$ cat config.mk
export PLATFORM = sky130hd
export DESIGN_NAME = exe_stage
export DESIGN_NICKNAME = d
export VERILOG_FILES = /design/src/rtl/exe_stage.sv
export SDC_FILE = /design/constraint.sdc
export NUM_CORES = 1
export LEC_CHECK = 0
export ABC_AREA = 1
export BUFFER_PORTS_ARGS = -buffer_cell sky130_fd_sc_hd__buf_2
export CORE_MARGIN = 3
export CORE_UTILIZATION = 45
export DETAILED_ROUTE_END_ITERATION = 10
export PLACE_DENSITY = 0.63
export SETUP_SLACK_MARGIN = 0.05
export SKIP_CTS_REPAIR_TIMING = 1
export SYNTH_ARGS = -nofsm -noshare
export SYNTH_HDL_FRONTEND = slang
export SYNTH_SLANG_ARGS = --single-unit
export TNS_END_PERCENT = 30
$ cat constraint.sdc
create_clock -name clk -period 3.74 [get_ports clk]
set_clock_uncertainty 0.05 [all_clocks]
set_input_delay 0.935 -clock clk [delete_from_list [all_inputs] [get_ports clk]]
set_output_delay 0.935 -clock clk [all_outputs]
set_load 0.05 [all_outputs]
$ cat src/rtl/exe_stage.sv
// exe_stage: execute stage of the five-stage in-order MIPS pipeline.
// Evaluates ALU ops, issues data-SRAM requests, owns HI/LO.
// Define EXE_DIV_EN to build the 32-cycle restoring divider for DIV/DIVU;
// without it div/divu pass through in one cycle and leave HI/LO untouched.
module exe_stage (
    input  logic         clk,
    input  logic         reset,
    input  logic         ms_allowin,
    output logic         es_allowin,
    input  logic         ds_to_es_valid,
    input  logic [151:0] ds_to_es_bus,
    output logic         es_to_ms_valid,
    output logic [71:0]  es_to_ms_bus,
    output logic         data_sram_en,
    output logic [3:0]   data_sram_wen,
    output logic [31:0]  data_sram_addr,
    output logic [31:0]  data_sram_wdata,
    output logic [31:0]  es_to_ds_result,
    output logic [4:0]   ES_dest,
    output logic         ES_load
);
    localparam int DS_TO_ES_BUS_WD = 152;

    logic                       es_valid;
    logic                       es_ready_go;
    logic [DS_TO_ES_BUS_WD-1:0] bus_r;

    logic        op_div, op_divu, op_mfhi, op_mflo;
    logic [11:0] alu_op;
    logic        mem_we, res_from_mem, gr_we;
    logic [4:0]  dest;
    logic [31:0] alu_src1, alu_src2, rt_value, pc;
    logic [31:0] alu_result, es_result;
    logic [31:0] hi, lo;

    assign {op_div, op_divu, op_mfhi, op_mflo} = bus_r[151:148];
    assign alu_op       = bus_r[147:136];
    assign mem_we       = bus_r[135];
    assign res_from_mem = bus_r[134];
    assign gr_we        = bus_r[133];
    assign dest         = bus_r[132:128];
    assign alu_src1     = bus_r[127:96];
    assign alu_src2     = bus_r[95:64];
    assign rt_value     = bus_r[63:32];
    assign pc           = bus_r[31:0];

    // Pipeline register between decode and execute
    always_ff @(posedge clk) begin
        if (reset) begin
            es_valid <= 1'b0;
            bus_r    <= '0;
        end else if (es_allowin) begin
            es_valid <= ds_to_es_valid;
            if (ds_to_es_valid)
                bus_r <= ds_to_es_bus;
        end
    end

    // One-hot ALU: add sub slt sltu and nor or xor sll srl sra lui
    always_comb begin
        alu_result = '0;
        if (alu_op[0])  alu_result = alu_result | (alu_src1 + alu_src2);
        if (alu_op[1])  alu_result = alu_result | (alu_src1 - alu_src2);
        if (alu_op[2])  alu_result = alu_result | {31'd0, $signed(alu_src1) < $signed(alu_src2)};
        if (alu_op[3])  alu_result = alu_result | {31'd0, alu_src1 < alu_src2};
        if (alu_op[4])  alu_result = alu_result | (alu_src1 & alu_src2);
        if (alu_op[5])  alu_result = alu_result | ~(alu_src1 | alu_src2);
        if (alu_op[6])  alu_result = alu_result | (alu_src1 | alu_src2);
        if (alu_op[7])  alu_result = alu_result | (alu_src1 ^ alu_src2);
        if (alu_op[8])  alu_result = alu_result | (alu_src2 << alu_src1[4:0]);
        if (alu_op[9])  alu_result = alu_result | (alu_src2 >> alu_src1[4:0]);
        if (alu_op[10]) alu_result = alu_result | 32'($signed(alu_src2) >>> alu_src1[4:0]);
        if (alu_op[11]) alu_result = alu_result | {alu_src2[15:0], 16'd0};
    end

    assign es_result = op_mfhi ? hi : op_mflo ? lo : alu_result;

`ifdef EXE_DIV_EN
    typedef enum logic [1:0] {DIV_IDLE, DIV_BUSY, DIV_DONE} div_state_t;

    div_state_t  div_state;
    logic [4:0]  count;
    logic [31:0] quo, rem, divisor;
    logic        q_neg, r_neg, by_zero;
    logic [32:0] rem_sh, diff;
    logic [31:0] quo_next, rem_next;
    logic        is_signed_op;
    logic [31:0] abs_src1, abs_src2;

    assign is_signed_op = op_div;
    assign abs_src1     = (is_signed_op && alu_src1[31]) ? -alu_src1 : alu_src1;
    assign abs_src2     = (is_signed_op && alu_src2[31]) ? -alu_src2 : alu_src2;
    assign es_ready_go  = !((op_div || op_divu) && div_state != DIV_DONE);

    // One restoring shift-subtract step; remainder always fits in 32 bits
    always_comb begin
        rem_sh = {rem, quo[31]};
        diff   = rem_sh - {1'b0, divisor};
        if (!diff[32]) begin
            rem_next = diff[31:0];
            quo_next = {quo[30:0], 1'b1};
        end else begin
            rem_next = rem_sh[31:0];
            quo_next = {quo[30:0], 1'b0};
        end
    end

    // Divider FSM; HI/LO are written once on the BUSY->DONE transition
    always_ff @(posedge clk) begin
        if (reset) begin
            div_state <= DIV_IDLE;
            count     <= '0;
            quo       <= '0;
            rem       <= '0;
            divisor   <= '0;
            q_neg     <= 1'b0;
            r_neg     <= 1'b0;
            by_zero   <= 1'b0;
            hi        <= '0;
            lo        <= '0;
        end else begin
            unique case (div_state)
                DIV_IDLE: begin
                    if (es_valid && (op_div || op_divu)) begin
                        div_state <= DIV_BUSY;
                        count     <= '0;
                        quo       <= abs_src1;
                        rem       <= '0;
                        divisor   <= abs_src2;
                        q_neg     <= is_signed_op && (alu_src1[31] ^ alu_src2[31]);
                        r_neg     <= is_signed_op && alu_src1[31];
                        by_zero   <= (alu_src2 == 32'd0);
                    end
                end
                DIV_BUSY: begin
                    quo   <= quo_next;
                    rem   <= rem_next;
                    count <= count + 5'd1;
                    if (count == 5'd31) begin
                        div_state <= DIV_DONE;
                        lo <= by_zero ? 32'hFFFF_FFFF : (q_neg ? -quo_next : quo_next);
                        hi <= r_neg ? -rem_next : rem_next;
                    end
                end
                DIV_DONE: begin
                    if (es_ready_go && ms_allowin)
                        div_state <= DIV_IDLE;
                end
                default: div_state <= DIV_IDLE;
            endcase
        end
    end
`else
    logic unused_div;
    assign unused_div  = op_div ^ op_divu;
    assign es_ready_go = 1'b1;

    // HI/LO exist for mfhi/mflo but nothing writes them in this build
    always_ff @(posedge clk) begin
        if (reset) begin
            hi <= '0;
            lo <= '0;
        end
    end
`endif

    assign es_allowin      = !es_valid || (es_ready_go && ms_allowin);
    assign es_to_ms_valid  = es_valid && es_ready_go;
    assign es_to_ms_bus    = {mem_we, res_from_mem, gr_we, dest, es_result, pc};

    assign data_sram_en    = es_valid && es_ready_go && ms_allowin && (mem_we || res_from_mem);
    assign data_sram_wen   = {4{data_sram_en && mem_we}};
    assign data_sram_addr  = alu_result;
    assign data_sram_wdata = rt_value;

    assign es_to_ds_result = es_result;
    assign ES_dest         = (es_valid && gr_we) ? dest : 5'd0;
    assign ES_load         = es_valid && res_from_mem;

endmodule

# [Word level (Yosys, flattened, before mapping)]
# Index checks and enable logic that the tools add are counted.
[totals] register_bits=151 output_inout_bits=181
[op_classes] mux=15 addsub=2 order_cmp=2 n_shift=3 n_bitwise=15 n_reduce_logical=9
[ops] op="two-way mux 32 bit" n=14
[ops] op="bitwise OR 32 bit" n=10
[ops] op="less-than comparator 32 bit" n=2
[ops] op="bitwise OR 32 x 1 -> 32 bit" n=2
[ops] op="adder 32 bit" n=1
[ops] op="AND 32 bit" n=1
[ops] op="inverter 32 bit" n=1
[ops] op="left shift 32 x 5 -> 32 bit" n=1
[ops] op=">> shifter 32 x 5 -> 32 bit" n=1
[ops] op=">>> shifter 32 x 5 -> 32 bit" n=1
[ops] op="subtractor 32 bit" n=1
[ops] op="bitwise XOR 32 bit" n=1
[ops] op="logical AND 1 bit" n=5
[ops] op="two-way mux 5 bit" n=1
[ops] op="logical OR 1 bit" n=2
[ops] op="AND reduction 2 bit" n=1
[ops] op="logical NOT 1 bit" n=1

# [Depth between registers and ports, before layout]
# Gate-level depths: netlist of the first run.
[logic_depth] ltp_word=26 depth_mapped=21 mapped_depth_nobuf=17

# [Worst setup path before layout of the first run]
# OpenSTA, ideal clock, no wires.
[synth_path] kind="register -> output" startpoint="reg bus_r[98]" endpoint="out es_to_ms_bus[56]" stages_incl_launch_ff=19 t_arrival_ns=3.237 path_slack_ns=-0.482 path_buffers=5 required_ns=2.755 path_cell_list="dfxtp_1 buf_2 inv_2 buf_2 buf_4 ha_1 buf_4 inv_2 nand2_1 nand2_1 nand2_1 nor2_1 or2_1 nand2_1 nand3_1 nand2_1 nand3_1 a21oi_1 buf_4"
[synth_via] elab_chain_cells=26 elab_cells_between_ends=30 classes_between="add/sub (2); shift (3); mux (14); bitwise (11)"
[synth_lines] item="start, declared" line="26" source="logic [DS_TO_ES_BUS_WD-1:0] bus_r;"
[synth_lines] item="start signal, assigned" line="55" source="bus_r <= ds_to_es_bus;"
[synth_lines] item="adder 32 bit" line="62" source="if (alu_op[0]) alu_result = alu_result | (alu_src1 + alu_src2);"
[synth_lines] item="two-way mux 32 bit" line="62"
[synth_lines] item="bitwise OR 32 bit" line="63" source="if (alu_op[1]) alu_result = alu_result | (alu_src1 - alu_src2);"
[synth_lines] item="two-way mux 32 bit" line="63"
[synth_lines] item="bitwise OR 32 x 1 -> 32 bit" line="64" source="if (alu_op[2]) alu_result = alu_result | {31'd0, $signed(alu_src1) < $signed(alu_src2)};"
[synth_lines] item="two-way mux 32 bit" line="64"
[synth_lines] item="bitwise OR 32 x 1 -> 32 bit" line="65" source="if (alu_op[3]) alu_result = alu_result | {31'd0, alu_src1 < alu_src2};"
[synth_lines] item="two-way mux 32 bit" line="65"
[synth_lines] item="(+9 left out)"
[synth_lines] item="two-way mux 32 bit" line="70" source="if (alu_op[8]) alu_result = alu_result | (alu_src2 << alu_src1[4:0]);"
[synth_lines] item="bitwise OR 32 bit" line="71" source="if (alu_op[9]) alu_result = alu_result | (alu_src2 >> alu_src1[4:0]);"
[synth_lines] item="two-way mux 32 bit" line="71"
[synth_lines] item="bitwise OR 32 bit" line="72" source="if (alu_op[10]) alu_result = alu_result | 32'($signed(alu_src2) >>> alu_src1[4:0]);"
[synth_lines] item="two-way mux 32 bit *" line="72"
[synth_lines] item="bitwise OR 32 bit" line="73" source="if (alu_op[11]) alu_result = alu_result | {alu_src2[15:0], 16'd0};"
[synth_lines] item="two-way mux 32 bit *" line="73"
[synth_lines] item="two-way mux 32 bit * (2 in a row)" line="76" source="assign es_result = op_mfhi ? hi : op_mflo ? lo : alu_result;"
[synth_lines] item="end, declared" line="13" source="output logic [71:0] es_to_ms_bus,"
# Every way passes the cells marked *; elsewhere a longest branch is shown, timed or not.

# [Final worst setup path of the first run]
[layout_path] startpoint="reg bus_r[96]" endpoint="out es_to_ds_result[0]"
[layout_via] elab_chain_cells=26 elab_cells_between_ends=36 classes_between="add/sub (2); order compare (2); shift (3); mux (14); bitwise (15)"
[layout_lines] item="adder 32 bit" line="62"
[layout_lines] item="two-way mux 32 bit" line="62"
[layout_lines] item="bitwise OR 32 bit" line="63"
[layout_lines] item="two-way mux 32 bit" line="63"
[layout_lines] item="bitwise OR 32 x 1 -> 32 bit" line="64"
[layout_lines] item="two-way mux 32 bit" line="64"
[layout_lines] item="bitwise OR 32 x 1 -> 32 bit" line="65"
[layout_lines] item="two-way mux 32 bit" line="65"
[layout_lines] item="(+9 left out)"
[layout_lines] item="two-way mux 32 bit" line="70"
[layout_lines] item="bitwise OR 32 bit" line="71"
[layout_lines] item="two-way mux 32 bit" line="71"
[layout_lines] item="bitwise OR 32 bit" line="72"
[layout_lines] item="two-way mux 32 bit *" line="72"
[layout_lines] item="bitwise OR 32 bit" line="73"
[layout_lines] item="two-way mux 32 bit *" line="73"
[layout_lines] item="two-way mux 32 bit * (2 in a row)" line="76"
[layout_lines] item="end, declared" line="18" source="output logic [31:0] es_to_ds_result,"
# Marks and branches as above.

==> results of run 1 <==
-- cells in the final DEF (no fill, tap or decap), types with 12 or more instances in the layout --
master / count
o21ai_0: 47
nor2_2: 49
dfxtp_2: 20
nand2_4: 25
nor3_1: 13
ha_1: 76
nand3_1: 359
inv_1: 320
nand2_1: 832
a21oi_2: 24
nor2_4: 21
o21ai_2: 13
o211ai_1: 15
inv_2: 22
a211oi_1: 81
buf_4: 306
nand3_2: 40
nor2_1: 218
clkbuf_16: 19
buf_2: 250
a21oi_1: 139
o21ai_1: 23
ha_4: 20
buf_6: 52
nand2_2: 59
dfxtp_1: 127
buf_8: 12
nand4_1: 23
-- flip-flops by register name, summed over array words and instances, names as in the netlist --
name            count
bus_r             150
es_to_ms_valid      1
-- layer usage --
metal / global-route usage (%) / up-vias / share of wire [%]
li1: - / 10200 / -
met1: 50.7 / 9928 / 39
met2: 62.6 / 1340 / 44
met3: 10.1 / 248 / 11
met4: 21.1 / 2 / 6.3
met5: 0 / - / 0.014
-- final cells by class --
type	instances	area, µm²	area share [%]
clock inverters	14	155	0.693
inverters	356	1370	6.12
repair buffers	641	4630	20.7
multi-input cells	2183	12200	54.3
diodes	1	2.50	0.0112
well taps	468	586	2.61
flip-flops and latches	151	3060	13.7
clock buffers	18	429	1.92
-- stage by stage --
step	std cells	power, mW	TNS, ps
global route	3832	9.95	-20510
detailed placement	3783	6.99	-155
finish	3832	9.54	-11970
CTS	3815	8.75	-35450
floorplan	2948	5.34	-1630
global placement	3783	6.96	-75.1
-- critical path, delay by kind of cell (launching register included) --
family                 cells  cell delay [ps]
buffers and inverters      3              520
DFF                        1              420
AOI/OAI and AO/OA          2              330
and+or+nand+nor            8             1270
-- power by group through the flow --
stage / registers [mW] / logic, mW / clock network [mW]
after floorplan: 1.83 / 3.50 / 0
after global placement: 1.84 / 5.12 / 0
after detailed placement: 1.84 / 5.15 / 0
after CTS: 1.81 / 5.17 / 1.77
after global routing: 1.83 / 6.30 / 1.82
final: 1.82 / 5.98 / 1.75
-- logic make-up after synthesis --
| kind of cell | count (synthesis) | share of synthesized area (%) |
|---|---|---|
| AND/OR/NAND/NOR | 1676 | 42.7 |
| buffers and inverters | 614 | 17.2 |
| AO/OA/AOI/OAI | 400 | 14.2 |
| flip-flops | 151 | 17.9 |
| adder cells (fa/ha/maj) | 102 | 7.64 |
| XOR/XNOR | 3 | 0.156 |
| multiplexers | 2 | 0.119 |
-- worst paths after layout --
| check | cells past startpoint | endpoint |
|---|---|---|
| max | 13 | es_to_ds_result[0] |
| min | 2 | bus_r[28] |
| max reg2reg | 6 | bus_r[33] |
| min reg2reg | 2 | bus_r[28] |
==> metrics.txt, run 1 <==
status=finished, violations left; failing checks=setup timing; Reg power frac=19.0%; DRC viols=0; post-synthesis cell area=0.0169 mm²; WP data arrival=3040 ps; crit path kind=flop to output port; Port Buffers=334; final hold slack=416 ps; sw frac=51.9%; Post-synth EDFFs=0; Slowest cell on crit path=dfxtp_4; Mapped Cells=2948; Least-Margin Pin Slew=1040 ps; core region area=0.0368 mm²; cell area power density=426 mW/mm²; crit path max fanout=31; Final Hold Viols=0; vias in the first global route=19800; RSZ-0062 raised after global routing=true; Area Growth Syn to Fin=32.6%; Setup crit start kind=flop; crit-path cells=buf_8 > buf_12 > nand2_1 > nand3_1 > nand3_1 > nand3_1 > o21ai_1 > nand2_1 > nand2_1 > nor2_1 > nor2_4 > a21oi_4 > buf_6; Die H=200 µm; cell taking the most area after synthesis=nand2_1; first-pass GRT wire length=119 mm; Pleak=11.6 nW; setup ws final=-288 ps; relative slew slack=30.3%; Gate power share=62.7%; clock sink total=151; starting density of the core=45.9%; clock root buffer=clkbuf_16; share of layout cells above drive strength 1=30.2%; dpl ws=-61.2 ps; Via density=5.68; H-tree depth=4; Final Core Density=60.9%; P_int=4.59 mW; total number of yosys warnings=0; TritonCTS clock tree=built; Post-DP HPWL=66.3 mm; largest net degree at the start of global routing=109; num rows=70; Min-Delay Path Class=flop to flop; worst IR drop on VDD=0.419 mV; CTS max path bufs=2; worst reg2reg path startpoint=es_to_ms_valid; Placer Congestion=1.06; syn_area_per_cell=5.73 µm²; Max-cap violations=0; Seq/Total Area, Yosys=17.9%; placed inst area=0.0201 mm²; FF-to-FF setup slack=1540 ps; initial detailed-routing violation count=2548; top cell type's share of synthesized area=19.8%; Cell variety after synth=52; final worst path period share=108%; Routed Antenna Nets=0; die area=0.0399 mm²; Total GRT Usage=39.9%; IO Count=337; top cells by area, synth=nand2_1 (20%), dfxtp_1 (18%), nand3_1 (11%), inv_1 (7.6%), ha_1 (7.4%); length of the first detailed-routing pass in iterations=7; final setup fails=90; Fmax=248 MHz; Reg clk slew, reported paths=80 ps; clock network fraction of total power=18.3%; Via Count=21700; post-route cell area=0.0224 mm²; #FFs+latches synth=151; Mapped Nets=3206; Min-Delay Startpoint=bus_r[28]; Data required, critical path=2750 ps; Post-synth ARST share=0%; gr ovfl total=0; switching power=4.95 mW; Post-synth top cells=nand2_1 (892), nand3_1 (387), inv_1 (343), nor2_1 (274), a21oi_1 (168); fill cell total of the finished layout=3660; initial antenna violation count=2; worst skew pair latency=470 ps; drt wl/cell=22.1 µm; Total Wirelength=84.7 mm; crit path time final=4030 ps; most numerous cell in the Yosys netlist=nand2_1; Main synth FF type=dfxtp_1; Worst path max stage delay=420 ps; die width=200 µm; Post-layout nets=3608; TritonCTS Buffers=17; CP endpoint kind=output port; Slew Viols, Final=0; Worst setup startpoint=bus_r[96]
Power figures use the tool's default switching activity.
==> inputs of run 2 (changes only) <==
--- a/config.mk
+++ b/config.mk
@@ -5,7 +5,7 @@
 export SDC_FILE = /design/constraint.sdc
 export NUM_CORES = 1
 export LEC_CHECK = 0
-export ABC_AREA = 1
+export ABC_AREA = 0
 export BUFFER_PORTS_ARGS = -buffer_cell sky130_fd_sc_hd__buf_2
 export CORE_MARGIN = 3
 export CORE_UTILIZATION = 45
==> constraint.sdc (replaced) <==
create_clock -name clk -period 5 [get_ports clk]
set_clock_uncertainty 0.05 [all_clocks]
set_input_delay 1.25 -clock clk [delete_from_list [all_inputs] [get_ports clk]]
set_output_delay 1.25 -clock clk [all_outputs]
set_load 0.05 [all_outputs]
==> run 2 against run 1 <==
  * The flow now finishes without violations
  * Core utilization is 5.8 points lower
  * Synthesized cell count is 24% lower
  * Combinational power is 51% lower
  * Count of clock-buffer cells in the layout stayed put
  * Largest cell class unchanged
==> metrics.txt, run 2 <==
Slew Viols, Final=0 (unchanged); Worst setup startpoint=bus_r[98] (was bus_r[96]); die width=198 µm (was 200 µm); Post-synth ARST share=0% (unchanged); Pleak=8.39 nW (was 11.6 nW); Post-synth EDFFs=0 (unchanged); RR Endpoint=bus_r[42] (was bus_r[33]); cell taking the most area after synthesis=dfxtp_1 (was nand2_1); Reg clk slew, reported paths=70 ps (was 80 ps); Min-Delay Path Class=flop to flop (unchanged); Post-Synth Simple-Gate Area=20.2% (was 42.7%); final instance count without filler cells=2914 (was 3832); commonest cells after routing, fill and taps aside=nand2_1 (415), buf_2 (315), a21oi_1 (240), buf_4 (146), dfxtp_1 (142) (was nand2_1 (832), nand3_1 (359), inv_1 (320), buf_4 (306), buf_2 (250)); Worst Hold End=bus_r[24] (was bus_r[28]); FF/Latch Area=0.00304 mm² (was 0.00306 mm²); Placed Cells=2870 (was 3783); crit path max fanout=77 (was 31); #FFs+latches synth=151 (unchanged); P_int=2.95 mW (was 4.59 mW); Routed Antenna Nets=0 (unchanged); relative slew slack=32.8% (was 30.3%); syn_area_per_cell=7.44 µm² (was 5.73 µm²); num rows=69 (was 70); commonest non-fill, non-tap cell in the layout=nand2_1 (unchanged); Setup crit start kind=flop (unchanged); initial antenna violation count=1 (was 2); Total Wirelength=76.4 mm (was 84.7 mm); R2R depth=5 (was 6); vias in the first global route=16900 (was 19800); Synth Area in Compound Gates=24.3% (was 14.2%); RSZ-0062 raised after global routing=true (unchanged); Data required, critical path=3700 ps (was 2750 ps); worst skew pair latency=440 ps (was 470 ps); WP data arrival=3690 ps (was 3040 ps); setup TNS=0 ps (was -11970 ps); DRC viols=0 (unchanged); Mapped Nets=2498 (was 3206); Max-cap violations=0 (unchanged); clock network fraction of total power=23.6% (was 18.3%); Mapped Cells=2240 (was 2948); top cell type's share of synthesized area=18.1% (was 19.8%); Seq/Total Area, Yosys=18.1% (was 17.9%); clock root buffer=clkbuf_16 (unchanged); worst IR drop on VDD=0.252 mV (was 0.419 mV); drt wl/cell=26.2 µm (was 22.1 µm); gr ovfl total=0 (unchanged); Biggest register=bus_r (unchanged); die area=0.0394 mm² (was 0.0399 mm²); Largest register FFs=150 (unchanged); Reg power frac=23.9% (was 19.0%); FF-to-FF setup slack=2760 ps (was 1540 ps); post-synthesis cell area=0.0167 mm² (was 0.0169 mm²); Total Power=5.62 mW (was 9.54 mW); most numerous cell in the Yosys netlist=nand2_1 (unchanged); initial detailed-routing violation count=2395 (was 2548); sw frac=47.5% (was 51.9%); Synth Area in Adders=7.75% (was 7.64%); Die H=198 µm (was 200 µm); Gate power share=52.5% (was 62.7%); length of the first detailed-routing pass in iterations=8 (was 7); Total GRT Usage=36.6% (was 39.9%); core region area=0.0360 mm² (was 0.0368 mm²); final worst path period share=99.8%; TritonCTS Buffers=17 (unchanged); status=completed (was finished, violations left); Area Growth Syn to Fin=18.9% (was 32.6%); starting density of the core=46.3% (was 45.9%); fill cell total of the finished layout=3497 (was 3660); Post-DP HPWL=56.9 mm (was 66.3 mm); Post-synth top cells=nand2_1 (416), a21oi_1 (248), dfxtp_1 (151), nor2_1 (133), clkbuf_1 (130) (was nand2_1 (892), nand3_1 (387), inv_1 (343), nor2_1 (274), a21oi_1 (168)); IO Count=337 (unchanged); crit path time final=4990 ps; largest family of logic cells by synthesized area=compound AO/OA/AOI/OAI gates (was simple AND/OR/NAND/NOR gates); area of the multi-input gates=0.0122 mm² (about the same); TritonCTS clock tree=built (unchanged); CTS max path bufs=2 (unchanged); Min-Delay Startpoint=bus_r[24] (was bus_r[28]); Cell variety after synth=100 (was 52); switching power=2.67 mW (was 4.95 mW); XOR/XNOR Fraction of Synth Area=1.84% (was 0.156%); Post-layout nets=2698 (was 3608); Final Hold Viols=0 (unchanged); largest net degree at the start of global routing=82 (was 109); H-tree depth=4 (unchanged); clock sink total=151 (unchanged); cell area power density=284 mW/mm² (was 426 mW/mm²); Via density=6.35 (was 5.68); CP endpoint kind=output port (unchanged); Fmax=200 MHz; worst reg2reg path startpoint=es_to_ms_valid (unchanged); multiplexer share of the synthesized area=15.2% (was 0.119%); final setup fails=0 (was 90); Final Core Density=55.0% (was 60.9%); Port Buffers=334 (unchanged); crit path kind=flop to output port (unchanged); Via Count=18500 (was 21700); Main synth FF type=dfxtp_1 (unchanged); hold path cells=2 (unchanged); first-pass GRT wire length=108 mm (was 119 mm); top cells by area, synth=dfxtp_1 (18%), nand2_1 (9.4%), mux4_2 (8.2%), ha_1 (7.5%), a21oi_1 (7.4%) (was nand2_1 (20%), dfxtp_1 (18%), nand3_1 (11%), inv_1 (7.6%), ha_1 (7.4%)); total number of yosys warnings=0 (unchanged); share of layout cells above drive strength 1=30.1% (was 30.2%); Least-Margin Pin Slew=998 ps (was 1040 ps); Placer Congestion=1.04 (was 1.06)
==> run 2: cell count changes after synthesis, moves of 61 or more <==
cell / previous run / this run
nand2_1: 892 / 416
nand3_1: 387 / 47
inv_1: 343 / 99
nor2_1: 274 / 133
mux2i_1: 2 / 85
a21oi_1: 168 / 248
clkbuf_1: 57 / 130
a211oi_1: 82 / 15
mux4_2: 0 / 61
==> run 2: cell families after synthesis <==
| logic type | after synthesis |
|---|---|
| compound gates | 611 |
| buf+inv | 406 |
| simple gates | 763 |
| flops | 151 |
| xor+xnor | 35 |
| mux | 172 |
| fa+ha+maj | 102 |
==> run 2: power by group through the flow <==
stage / clock (mW) / combinational, mW / sequential, mW
3_3_place_gp: 0 / 2.74 / 1.37
2_1_floorplan: 0 / 2.06 / 1.35
3_5_place_dp: 0 / 2.75 / 1.37
4_1_cts: 1.34 / 2.76 / 1.34
6_report: 1.32 / 2.95 / 1.35
5_1_grt: 1.39 / 3.09 / 1.35
==> run 2: area by class of cell <==
| class | instances | area share (%) |
|---|---|---|
| Multi-Input combinational cell | 1683 | 61.5 |
| Sequential cell | 151 | 15.4 |
| Timing Repair Buffer | 482 | 15.3 |
| Tap cell | 461 | 2.91 |
| Clock buffer | 18 | 2.17 |
| Inverter | 105 | 2.00 |
| Clock inverter | 13 | 0.739 |
| Antenna cell | 1 | 0.0126 |
==> run 2: how the worst max path moves through the flow <==
stage	depth (start not counted)	to	slack, ps
2_1_floorplan	15	es_to_ms_bus[59]	-130
3_3_place_gp	12	es_to_ms_bus[60]	240
3_5_place_dp	13	es_to_ds_result[28]	220
4_1_cts	12	es_to_ds_result[28]	-280
5_1_grt	9	es_to_ms_bus[39]	-30
6_report	9	es_to_ms_bus[39]	8
==> run 2: worst max-delay path: stages (launching register included) <==
cell and delay (ps):
dfxtp_2 380, buf_12 330, mux2_2 400, o21ai_0 420, mux2i_1 230, a221oi_1 330, o21ai_0 160, a21oi_1 510
a31oi_2 180, buf_2 260
==> run 2: metal layers <==
metal | GRT usage [%] | up-vias | part of all wire, %
met5 | 0 | - | 0.014
met4 | 15.3 | 2 | 4.8
met3 | 9.81 | 206 | 11
met2 | 54.2 | 1175 | 43
met1 | 50.6 | 8824 | 41
li1 | - | 8305 | -
==> run 2: through the flow <==
stage | setup WS, ps | instance area (µm²) | hold slack (ps)
2_1_floorplan | -128 | 16900 | 382
3_3_place_gp | 238 | 18500 | 389
3_5_place_dp | 224 | 18500 | 393
4_1_cts | -276 | 19100 | 402
5_1_grt | -34.0 | 19800 | 422
6_report | 8.02 | 19800 | 401
